### src/rtl/demux_2out_nbit_pkg.sv
// Shared definitions for the 1-to-2 demux: channel encodings, default widths, slot states.
// Latency: n/a (definitions only).
// Backpressure: n/a.
package demux_2out_nbit_pkg;

  // Value of in_sel that steers a word to each channel
  localparam logic CH0 = 1'b0;
  localparam logic CH1 = 1'b1;

  // Default data width and per-channel counter width
  localparam int DEF_N     = 2;
  localparam int DEF_CNT_W = 4;

  // Single-entry slot occupancy
  typedef enum logic {
    SLOT_EMPTY = 1'b0,
    SLOT_FULL  = 1'b1
  } slot_state_e;

endpackage

### src/rtl/demux_2out_nbit_if.sv
// Bundle of the demux input stream, both output channels and the debug counters.
// Latency: n/a (wiring only).
// Backpressure: in_ready toward the sender, z0_ready/z1_ready from the consumers.
interface demux_2out_nbit_if import demux_2out_nbit_pkg::*; #(
  parameter int N     = DEF_N,
  parameter int CNT_W = DEF_CNT_W
);

  logic             in_valid;
  logic             in_ready;
  logic [N-1:0]     in_data;
  logic             in_sel;
  logic [N-1:0]     z0;
  logic             z0_valid;
  logic             z0_ready;
  logic [N-1:0]     z1;
  logic             z1_valid;
  logic             z1_ready;
  logic [CNT_W-1:0] cnt0;
  logic [CNT_W-1:0] cnt1;
  logic             cnt_clr;

  // Environment side: sender, both consumers and the counter-clear source
  modport master (
    output in_valid, in_data, in_sel, z0_ready, z1_ready, cnt_clr,
    input  in_ready, z0, z0_valid, z1, z1_valid, cnt0, cnt1
  );

  // Demux side
  modport slave (
    input  in_valid, in_data, in_sel, z0_ready, z1_ready, cnt_clr,
    output in_ready, z0, z0_valid, z1, z1_valid, cnt0, cnt1
  );

endinterface

### src/rtl/demux_2out_nbit_slot.sv
// Single-entry output slot: one word register plus a valid flag.
// Latency: a loaded word is visible on o_data/o_valid one clk after i_load.
// Backpressure: o_take is high when empty or being drained this cycle (pass-through ready).
module demux_slot import demux_2out_nbit_pkg::*; #(
  parameter int N = DEF_N
) (
  input  logic         clk,
  input  logic         rst_n,
  input  logic         i_load,
  input  logic [N-1:0] i_data,
  input  logic         i_ready,
  output logic [N-1:0] o_data,
  output logic         o_valid,
  output logic         o_take
);

  slot_state_e  r_state;
  slot_state_e  w_next;
  logic [N-1:0] r_data;

  // State register; reset drops any held word immediately
  always_ff @(posedge clk or negedge rst_n) begin
    if (!rst_n) begin
      r_state <= SLOT_EMPTY;
    end else begin
      r_state <= w_next;
    end
  end

  // Next state: a load always leaves the slot full, a drain without load empties it
  always_comb begin
    w_next = r_state;
    case (r_state)
      SLOT_EMPTY: begin
        if (i_load) begin
          w_next = SLOT_FULL;
        end
      end
      SLOT_FULL: begin
        if (i_load) begin
          w_next = SLOT_FULL;
        end else if (i_ready) begin
          w_next = SLOT_EMPTY;
        end
      end
      default: w_next = SLOT_EMPTY;
    endcase
  end

  // Word register; keeps its last value after a drain, only a load or reset changes it
  always_ff @(posedge clk or negedge rst_n) begin
    if (!rst_n) begin
      r_data <= '0;
    end else if (i_load) begin
      r_data <= i_data;
    end
  end

  // Outputs: valid follows occupancy, take allows same-cycle drain and refill
  always_comb begin
    o_data  = r_data;
    o_valid = (r_state == SLOT_FULL);
    o_take  = (r_state == SLOT_EMPTY) || i_ready;
  end

endmodule

### src/rtl/demux_2out_nbit.sv
// Registered 1-to-2 N-bit demux: steers each tagged input word into one of two single-entry slots.
// Latency: 1 clk from accept to zK/zK_valid; 1 word/clk sustained when the consumer holds ready.
// Backpressure: in_ready mirrors the selected slot's take condition; a stalled slot blocks only while selected.
module demux_2out_nbit import demux_2out_nbit_pkg::*; #(
  parameter int N     = DEF_N,
  parameter int CNT_W = DEF_CNT_W
) (
  input  logic               clk,
  input  logic               rst_n,
  demux_2out_nbit_if.slave   bus
);

  logic             w_take0;
  logic             w_take1;
  logic             w_in_ready;
  logic             w_accept;
  logic             w_load0;
  logic             w_load1;
  logic [N-1:0]     w_z0;
  logic [N-1:0]     w_z1;
  logic             w_z0_valid;
  logic             w_z1_valid;
  logic [CNT_W-1:0] r_cnt0;
  logic [CNT_W-1:0] r_cnt1;

  // Increment that sticks at all-ones instead of wrapping
  function automatic logic [CNT_W-1:0] sat_inc(input logic [CNT_W-1:0] v);
    return (&v) ? v : v + CNT_W'(1);
  endfunction

  // Routing: in_ready depends only on the selected slot, never on in_valid
  always_comb begin
    w_in_ready = (bus.in_sel == CH1) ? w_take1 : w_take0;
    w_accept   = bus.in_valid && w_in_ready;
    w_load0    = w_accept && (bus.in_sel == CH0);
    w_load1    = w_accept && (bus.in_sel == CH1);
  end

  demux_slot #(.N(N)) u_slot0 (
    .clk     (clk),
    .rst_n   (rst_n),
    .i_load  (w_load0),
    .i_data  (bus.in_data),
    .i_ready (bus.z0_ready),
    .o_data  (w_z0),
    .o_valid (w_z0_valid),
    .o_take  (w_take0)
  );

  demux_slot #(.N(N)) u_slot1 (
    .clk     (clk),
    .rst_n   (rst_n),
    .i_load  (w_load1),
    .i_data  (bus.in_data),
    .i_ready (bus.z1_ready),
    .o_data  (w_z1),
    .o_valid (w_z1_valid),
    .o_take  (w_take1)
  );

  // Channel 0 accepted-word counter; clear wins over a same-cycle increment
  always_ff @(posedge clk or negedge rst_n) begin
    if (!rst_n) begin
      r_cnt0 <= '0;
    end else if (bus.cnt_clr) begin
      r_cnt0 <= '0;
    end else if (w_load0) begin
      r_cnt0 <= sat_inc(r_cnt0);
    end
  end

  // Channel 1 accepted-word counter; clear wins over a same-cycle increment
  always_ff @(posedge clk or negedge rst_n) begin
    if (!rst_n) begin
      r_cnt1 <= '0;
    end else if (bus.cnt_clr) begin
      r_cnt1 <= '0;
    end else if (w_load1) begin
      r_cnt1 <= sat_inc(r_cnt1);
    end
  end

  // Drive the interface outputs
  always_comb begin
    bus.in_ready = w_in_ready;
    bus.z0       = w_z0;
    bus.z0_valid = w_z0_valid;
    bus.z1       = w_z1;
    bus.z1_valid = w_z1_valid;
    bus.cnt0     = r_cnt0;
    bus.cnt1     = r_cnt1;
  end

endmodule

### src/flat_wrapper.sv
// flat-port wrapper written by rule: the top's interface ports become plain ports
module demux_2out_nbit_flat import demux_2out_nbit_pkg::*;
#(
  parameter int N     = DEF_N,
  parameter int CNT_W = DEF_CNT_W
)
  (clk, rst_n, bus_in_valid, bus_in_data, bus_in_sel, bus_z0_ready, bus_z1_ready, bus_cnt_clr, bus_in_ready, bus_z0, bus_z0_valid, bus_z1, bus_z1_valid, bus_cnt0, bus_cnt1);
  demux_2out_nbit_if #(.N(N), .CNT_W(CNT_W)) bus_i ();
  input  logic clk;
  input  logic rst_n;
  input wire logic [$bits(bus_i.in_valid)-1:0] bus_in_valid;
  input wire logic [$bits(bus_i.in_data)-1:0] bus_in_data;
  input wire logic [$bits(bus_i.in_sel)-1:0] bus_in_sel;
  input wire logic [$bits(bus_i.z0_ready)-1:0] bus_z0_ready;
  input wire logic [$bits(bus_i.z1_ready)-1:0] bus_z1_ready;
  input wire logic [$bits(bus_i.cnt_clr)-1:0] bus_cnt_clr;
  output wire logic [$bits(bus_i.in_ready)-1:0] bus_in_ready;
  output wire logic [$bits(bus_i.z0)-1:0] bus_z0;
  output wire logic [$bits(bus_i.z0_valid)-1:0] bus_z0_valid;
  output wire logic [$bits(bus_i.z1)-1:0] bus_z1;
  output wire logic [$bits(bus_i.z1_valid)-1:0] bus_z1_valid;
  output wire logic [$bits(bus_i.cnt0)-1:0] bus_cnt0;
  output wire logic [$bits(bus_i.cnt1)-1:0] bus_cnt1;
  assign bus_i.in_valid = bus_in_valid;
  assign bus_i.in_data = bus_in_data;
  assign bus_i.in_sel = bus_in_sel;
  assign bus_i.z0_ready = bus_z0_ready;
  assign bus_i.z1_ready = bus_z1_ready;
  assign bus_i.cnt_clr = bus_cnt_clr;
  assign bus_in_ready = bus_i.in_ready;
  assign bus_z0 = bus_i.z0;
  assign bus_z0_valid = bus_i.z0_valid;
  assign bus_z1 = bus_i.z1;
  assign bus_z1_valid = bus_i.z1_valid;
  assign bus_cnt0 = bus_i.cnt0;
  assign bus_cnt1 = bus_i.cnt1;
  demux_2out_nbit #(.N(N), .CNT_W(CNT_W)) u_core (.clk(clk), .rst_n(rst_n), .bus(bus_i));
endmodule
### config.mk
export PLATFORM = sky130hd
export DESIGN_NAME = demux_2out_nbit_flat
export DESIGN_NICKNAME = d
export VERILOG_FILES = /design/src/rtl/demux_2out_nbit_pkg.sv /design/src/rtl/demux_2out_nbit_if.sv /design/src/rtl/demux_2out_nbit_slot.sv /design/src/rtl/demux_2out_nbit.sv /design/src/flat_wrapper.sv
export SDC_FILE = /design/constraint.sdc
export NUM_CORES = 1
export LEC_CHECK = 0
export CAP_MARGIN = 20
export CORE_MARGIN = 2
export CORE_UTILIZATION = 39
export CTS_CLUSTER_DIAMETER = 80
export CTS_CLUSTER_SIZE = 40
export DETAILED_ROUTE_END_ITERATION = 16
export GPL_ROUTABILITY_DRIVEN = 1
export PLACE_DENSITY_LB_ADDON = 0.05
export SLEW_MARGIN = 20
export SYNTH_ARGS = -nofsm -noshare
export SYNTH_HDL_FRONTEND = slang
export SYNTH_SLANG_ARGS = --single-unit
### constraint.sdc
create_clock -name clk -period 1.3 [get_ports clk]
set_input_delay 0.26 -clock clk [delete_from_list [all_inputs] [get_ports clk]]
set_output_delay 0.26 -clock clk [all_outputs]
set_load 0.02 [all_outputs]
Word-level counts from Yosys, hierarchy flattened
Cells that the tools add are included.
- register bits: 14
- latch bits: 0
- RAM bits: 0
- ROM bits: 0
- input port bits: 9
- output and inout port bits: 15
- logic and storage cells: 39
- memories kept: 0
- add/subtract/negate cells: 2
- multiply operators: 0
- div/mod/pow operators: 0
- $lt $le $gt $ge: 0
- eq/ne operators: 2
- shifts and indexed selects: 0
- muxes and demuxes: 15
- bitwise gates (word level): 3
- reduce and logical (&&, ||, !) cells: 11
- operators with widths (kind ; number):
    two-way mux 4 bit ; 6
    adder 4 x 1 -> 4 bit (second input constant) ; 2
    AND reduction 4 bit ; 2
    two-way mux 1 bit ; 7
    inequality test 2 bit (second input constant) ; 2
    one-hot mux 1 bit (2 select lines) ; 2
    AND reduction 2 bit ; 2
    nonzero test 2 bit ; 2
    logical AND 1 bit ; 3
    inverter 1 bit ; 3
    logical OR 1 bit ; 2

Depth between registers and ports, before layout
- depth after elaboration: 7
- mapped depth: 5
- depth with buffers taken out: 5

Hierarchy
A second synthesis with hierarchy kept.
- cells, all modules: 58
- area total of the unflattened synthesis: 670.6 µm²
- by module, submodules not included (module ; times used ; cells each ; area each (µm²) ; seq. area each (µm²)):
    demux_2out_nbit ; 1 ; 44 ; 445.4 ; 200.2
    demux_slot ; 2 ; 7 ; 112.6 ; 75.1

Least setup slack after synthesis
OpenSTA, ideal clock, no wires.
- path type: reg2reg
- start point: reg u_core.r_cnt1[0] (netlist: u_core.bus.cnt1[0])
- end point: reg u_core.r_cnt1[1] (netlist: u_core.bus.cnt1[1])
- data arrival time: 1.342 ns
- data required time: 1.171 ns
- slack: -0.170 ns
- cell stages (with the launch flop): 5
- path buffers: 0
- period minus slack after synthesis: 1.470 ns
- path through: dfrtp_1 ha_1 a311oi_4 mux2i_1 nor2_1
- longest elaborated chain between the ends: 4
- elaborated cells between the ends (all ways): 7
- RTL lines (what ; line ; RTL):
    start, declared ; demux_2out_nbit.sv:24 ; logic [CNT_W-1:0] r_cnt1;
    start signal, assigned ; demux_2out_nbit.sv:79 ; r_cnt1 <= sat_inc(r_cnt1);
    adder 4 x 1 -> 4 bit ; demux_2out_nbit.sv:28 ; return (&v) ? v : v + CNT_W'(1);
    two-way mux 4 bit ; demux_2out_nbit.sv:28 ;
    two-way mux 4 bit ; demux_2out_nbit.sv:78 ; end else if (w_load1) begin
    two-way mux 4 bit ; demux_2out_nbit.sv:76 ; end else if (bus.cnt_clr) begin
Parallel ways exist; a longest one is shown, timed or not. The select of a mux whose other input is x is not followed.
A chain may end at the register's enable or synchronous reset.

Worst setup path in the final report
- start point: reg u_core.u_slot1.r_state (netlist: u_core.u_slot1.o_valid)
- end point: reg u_core.r_cnt1[1] (netlist: u_core.bus.cnt1[1])
- longest elaborated chain between the ends: 7
- RTL lines (what ; line ; RTL):
    start, declared ; demux_2out_nbit_slot.sv:17 ; slot_state_e r_state;
    start signal, assigned ; demux_2out_nbit_slot.sv:26 ; r_state <= w_next;
    inverter 1 bit ; demux_2out_nbit_slot.sv:63 ; o_take = (r_state == SLOT_EMPTY) || i_ready;
    logical OR 1 bit ; demux_2out_nbit_slot.sv:63 ;
    two-way mux 1 bit ; demux_2out_nbit.sv:33 ; w_in_ready = (bus.in_sel == CH1) ? w_take1 : w_take0;
    logical AND 1 bit ; demux_2out_nbit.sv:34 ; w_accept = bus.in_valid && w_in_ready;
    logical AND 1 bit ; demux_2out_nbit.sv:36 ; w_load1 = w_accept && (bus.in_sel == CH1);
    nonzero test 2 bit (no line) ; - ;
    AND reduction 2 bit (no line) ; - ;
No other way between the ends.

==> metrics list <==
- First-pass GRT wire length: 2.290 mm
- The wire-length estimate of the detail-placed layout is 1.077 mm.
- Of the total synthesized cell area, the portion taken by AND, OR, NAND and NOR gates is 23.51%.
* Count of buffers from port buffering: 23
- Dividing the detail-routed wire length by the instance count gives 12.41 µm.
- A synthesized cell averages 11.93 µm².
* Initial detailed-routing violation count: 7
* Antenna violations before repair: 0
* Hold Path Class: input port to asynchronous set/reset pin
- TritonCTS clock tree: yes
- The final layout contains 109 nets.
- GR Overflow Total: 0
- In the finished design, the share of the clock period the worst path needs comes to 106.8%.
- STA classifies the critical path endpoint as a flop.
* Number of max-slew violations in the final report: 0
* Max-cap violations: 0
- Count of hold-fix buffers inserted at cts: 0
- F_max: 720.3 MHz
- Level count of the clock H-tree: 1
- The post-route netlist has 38.14% of its cells at a drive strength greater than 1.
* Horiz. Die Dim: 46.12 µm
* Power Dens Cells: 949.9 mW/mm²
- Total Routing Usage GR: 15.20%
* Flip-flop and latch count after synthesis: 14
- Data arrives at the worst endpoint at 1.56 ns.
* Max-slew headroom at the worst pin: 78.44%
- Final period demand of the worst path: 1.388 ns
- Max Buffers Root-to-Sink: 2
* Category of the critical setup timing path: flop to flop
* I/O Pins: 24
* Flop-to-flop setup slack: -0.09 ns
- By area, the combinational part of the netlist is dominated by simple AND/OR/NAND/NOR gates.
- Number of clock sinks: 14
* CP Max Fanout: 3
* Design Area, Final: 0.001089 mm²
* Effective utilization at floorplan: 40.96%
- Die Ht: 46.12 µm
- The floorplan step defined a die boundary enclosing 0.002127 mm².
* Multiplexer area fraction after synthesis: 7.957%
- When the netlist entered floorplanning its net count stood at 69.
- The tightest hold path in the finished design has a slack of 0.2662 ns.
- The startpoint identified for the worst register-to-register timing path is u_core.u_slot1.o_valid$_DFF_PN0_.
- Setup repair after global routing could not meet its margin everywhere.
- The worst setup path is launched from a flop.
- In this run the clock root is driven by a sky130_fd_sc_hd__clkbuf_4.
- Count of unresolved DRC violations after routing: 0
- The number of antenna diodes in the final layout is 0.
- Reg2Reg Capture Point: u_core.bus.cnt1[1]$_DFFE_PN0P_
- Prior to clock tree synthesis, the placed netlist has a worst setup slack of -0.5852 ns.
- Routability congestion estimate: 0.7574
- Number of buffers created by CTS: 3
- The synthesized netlist occupies a cell area of 691.9 µm².
- Worst IR Drop VDD: 0.0007210 V
- Number of standard-cell rows in the floorplan: 15
- The first TritonRoute pass finished after 4 iterations.
- After synthesis, flip-flops and latches occupy 50.63% of the total area.
- Synth Warn #: 0
- Smallest setup slack after layout: -0.08839 ns
- Final hold violations: 0
- Total detailed-routing wirelength: 1.415 mm
- Reg2reg path depth: 5
- Placement-stage cell area: 0.001056 mm²
- Via count of the first global-routing pass: 533
* Total negative slack for setup checks: -0.3829 ns
- Leakage power figure: 0.5437 nW
- Unique cell type count in the Yosys netlist: 28
- Dividing the detail-routed via count by the number of cells gives 5.123.
* Cell count after synthesis: 58
- For the pin with the worst max-slew slack, the measured transition is 0.3223 ns.
- Clock skew on the completed layout was measured at 0.0009298 ns.
* Via count: 584
* Worst-path clk slew: 0.09 ns
- After floorplanning, the core was sized to cover 0.001689 mm².
- After Yosys synthesis, full adders, half adders and majority gates account for 3.617% of the synthesized area.
- Violated checks: setup timing
- Once detail routing completed, the nets flagged for antenna violations numbered 0.
- Final setup violation count: 7
* Xor/xnor cell area share of the yosys netlist: 2.532%
* Synthesized-area fraction occupied by ao, oa, aoi and oai cells: 10.67%
- Entering global routing, the biggest net connects 15 pins.
* Worst EP required: 1.47 ns
- Post-layout total power: 1.034 mW
- From synthesis to final layout, the design area changed by 57.32%.
* Status: finished, violations left
- For the worst-skew pair, the clock arrives at the later sink with an insertion delay of 0.29 ns.
[critical path: stages (launching register included)]
cell and delay, ns:
sky130_fd_sc_hd__dfrtp_1 0.38, sky130_fd_sc_hd__and2b_4 0.17, sky130_fd_sc_hd__buf_6 0.12, sky130_fd_sc_hd__a311oi_4 0.32
sky130_fd_sc_hd__mux2i_1 0.22, sky130_fd_sc_hd__nor2_1 0.06
[synthesized netlist by cell type]
cell type	count	share of area [%]
sky130_fd_sc_hd__xor2_1	1	1.3
sky130_fd_sc_hd__and2b_4	1	1.4
sky130_fd_sc_hd__nor3b_4	1	2.7
sky130_fd_sc_hd__or2b_1	1	1.1
sky130_fd_sc_hd__mux2i_1	1	1.4
sky130_fd_sc_hd__ha_1	2	3.6
sky130_fd_sc_hd__mux2_2	4	6.5
sky130_fd_sc_hd__nand2_2	1	0.90
sky130_fd_sc_hd__nor3_1	2	1.4
sky130_fd_sc_hd__a21oi_1	6	4.3
sky130_fd_sc_hd__nand2_1	1	0.54
sky130_fd_sc_hd__a311oi_4	1	3.8
sky130_fd_sc_hd__buf_1	1	0.54
sky130_fd_sc_hd__nand2b_1	1	0.90
sky130_fd_sc_hd__nand3_1	3	2.2
sky130_fd_sc_hd__nor2_1	5	2.7
sky130_fd_sc_hd__inv_1	1	0.54
sky130_fd_sc_hd__nand4b_1	1	1.3
sky130_fd_sc_hd__a21o_2	1	1.3
sky130_fd_sc_hd__nor2b_4	1	2.0
sky130_fd_sc_hd__and3_1	2	1.8
sky130_fd_sc_hd__and4b_1	1	1.4
sky130_fd_sc_hd__or2_2	1	0.90
sky130_fd_sc_hd__nor2b_1	1	0.90
sky130_fd_sc_hd__xnor2_1	1	1.3
sky130_fd_sc_hd__dfrtp_1	14	51
sky130_fd_sc_hd__and4_1	1	1.3
sky130_fd_sc_hd__a311oi_1	1	1.3
[metal layers]
| layer | share of wire (%) | global-route usage, % | vias up | wire [µm] |
|---|---|---|---|---|
| met5 | 0 | 0 | - | 0 |
| met4 | 1.1 | 5.143 | 0 | 16 |
| met3 | 5.3 | 2.353 | 3 | 75 |
| met2 | 45 | 23.33 | 19 | 637 |
| met1 | 48 | 21.80 | 274 | 686 |
| li1 | - | - | 288 | - |
[cells by family (layout without fill, tap and decap cells)]
family          Yosys count  after routing
simple gates             24             24
flops                    14             14
compound gates            9              9
mux                       5              5
fa+ha+maj                 2              2
xor+xnor                  2              2
buf+inv                   2             41
[layout by cell type, fill, tap and decap left out, drive strengths merged]
cell           netlist  final
nand2                2      2
inv                  1      1
nor3                 2      2
mux2                 4      4
and3                 2      2
xnor2                1      1
dlygate4sd2          0     12
a21oi                6      6
nor2                 5      5
nor2b                2      2
nand2b               1      1
nand3                3      3
buf                  1     14
clkbuf               0      7
clkdlybuf4s50        0      4
xor2                 1      1
and2b                1      1
ha                   2      2
or2                  1      1
a311oi               2      2
nand4b               1      1
and4b                1      1
and4                 1      1
clkdlybuf4s15        0      1
mux2i                1      1
dfrtp               14     14
nor3b                1      1
dlymetal6s2s         0      2
or2b                 1      1
a21o                 1      1
[where the power goes]
group / switching, mW / internal (mW) / leakage (nW)
logic: 0.128 / 0.144 / 0.351
clock network: 0.146 / 0.119 / 0.0150
registers: 0.0239 / 0.473 / 0.178
[sequential cells by signal, indices dropped and copies added (netlist names)]
signal and cells:
u_core.bus.cnt0 4, u_core.bus.cnt1 4, u_core.u_slot0.o_data 2, u_core.u_slot1.o_data 2, u_core.u_slot0.o_valid 1, u_core.u_slot1.o_valid 1
[worst max path at each step]
| stage | to | startpoint | slack, ns | cells after the start |
|---|---|---|---|---|
| 3_3_place_gp | bus_in_ready | bus_z1_ready | -0.57 | 4 |
| 6_report | u_core.bus.cnt1[1]$_DFFE_PN0P_ | u_core.u_slot1.o_valid$_DFF_PN0_ | -0.09 | 5 |
| 4_1_cts | bus_in_ready | bus_z1_ready | -0.13 | 4 |
| 3_5_place_dp | bus_in_ready | bus_z0_ready | -0.59 | 5 |
| 2_1_floorplan | u_core.u_slot0.o_data[0]$_DFFE_PN0P_ | u_core.u_slot0.o_valid$_DFF_PN0_ | -0.04 | 3 |
| 5_1_grt | u_core.bus.cnt1[1]$_DFFE_PN0P_ | u_core.u_slot1.o_valid$_DFF_PN0_ | -0.17 | 5 |
[area by class of cell]
type	count	area [µm²]
flip-flops and latches	14	354.1
fillers	137	600.6
clock buffers	4	26.28
multi-input cells	42	371.6
inverters	1	3.754
repair buffers	36	311.5
well taps	17	21.27
[through the flow]
step	std cells	utilization (%)
after global routing	114	64.44
after global placement	109	62.52
after CTS	113	64.15
after floorplan	58	-
after detailed placement	109	62.52
final	114	64.44
[what timing repair did]
action,CTS,global route
endpoints found under the setup margin,25,15
pin swaps,3,8
gates resized for setup,29,8
endpoints found under the hold margin,0,0
setup buffers,0,1
(Power assumes the default switching activity.)
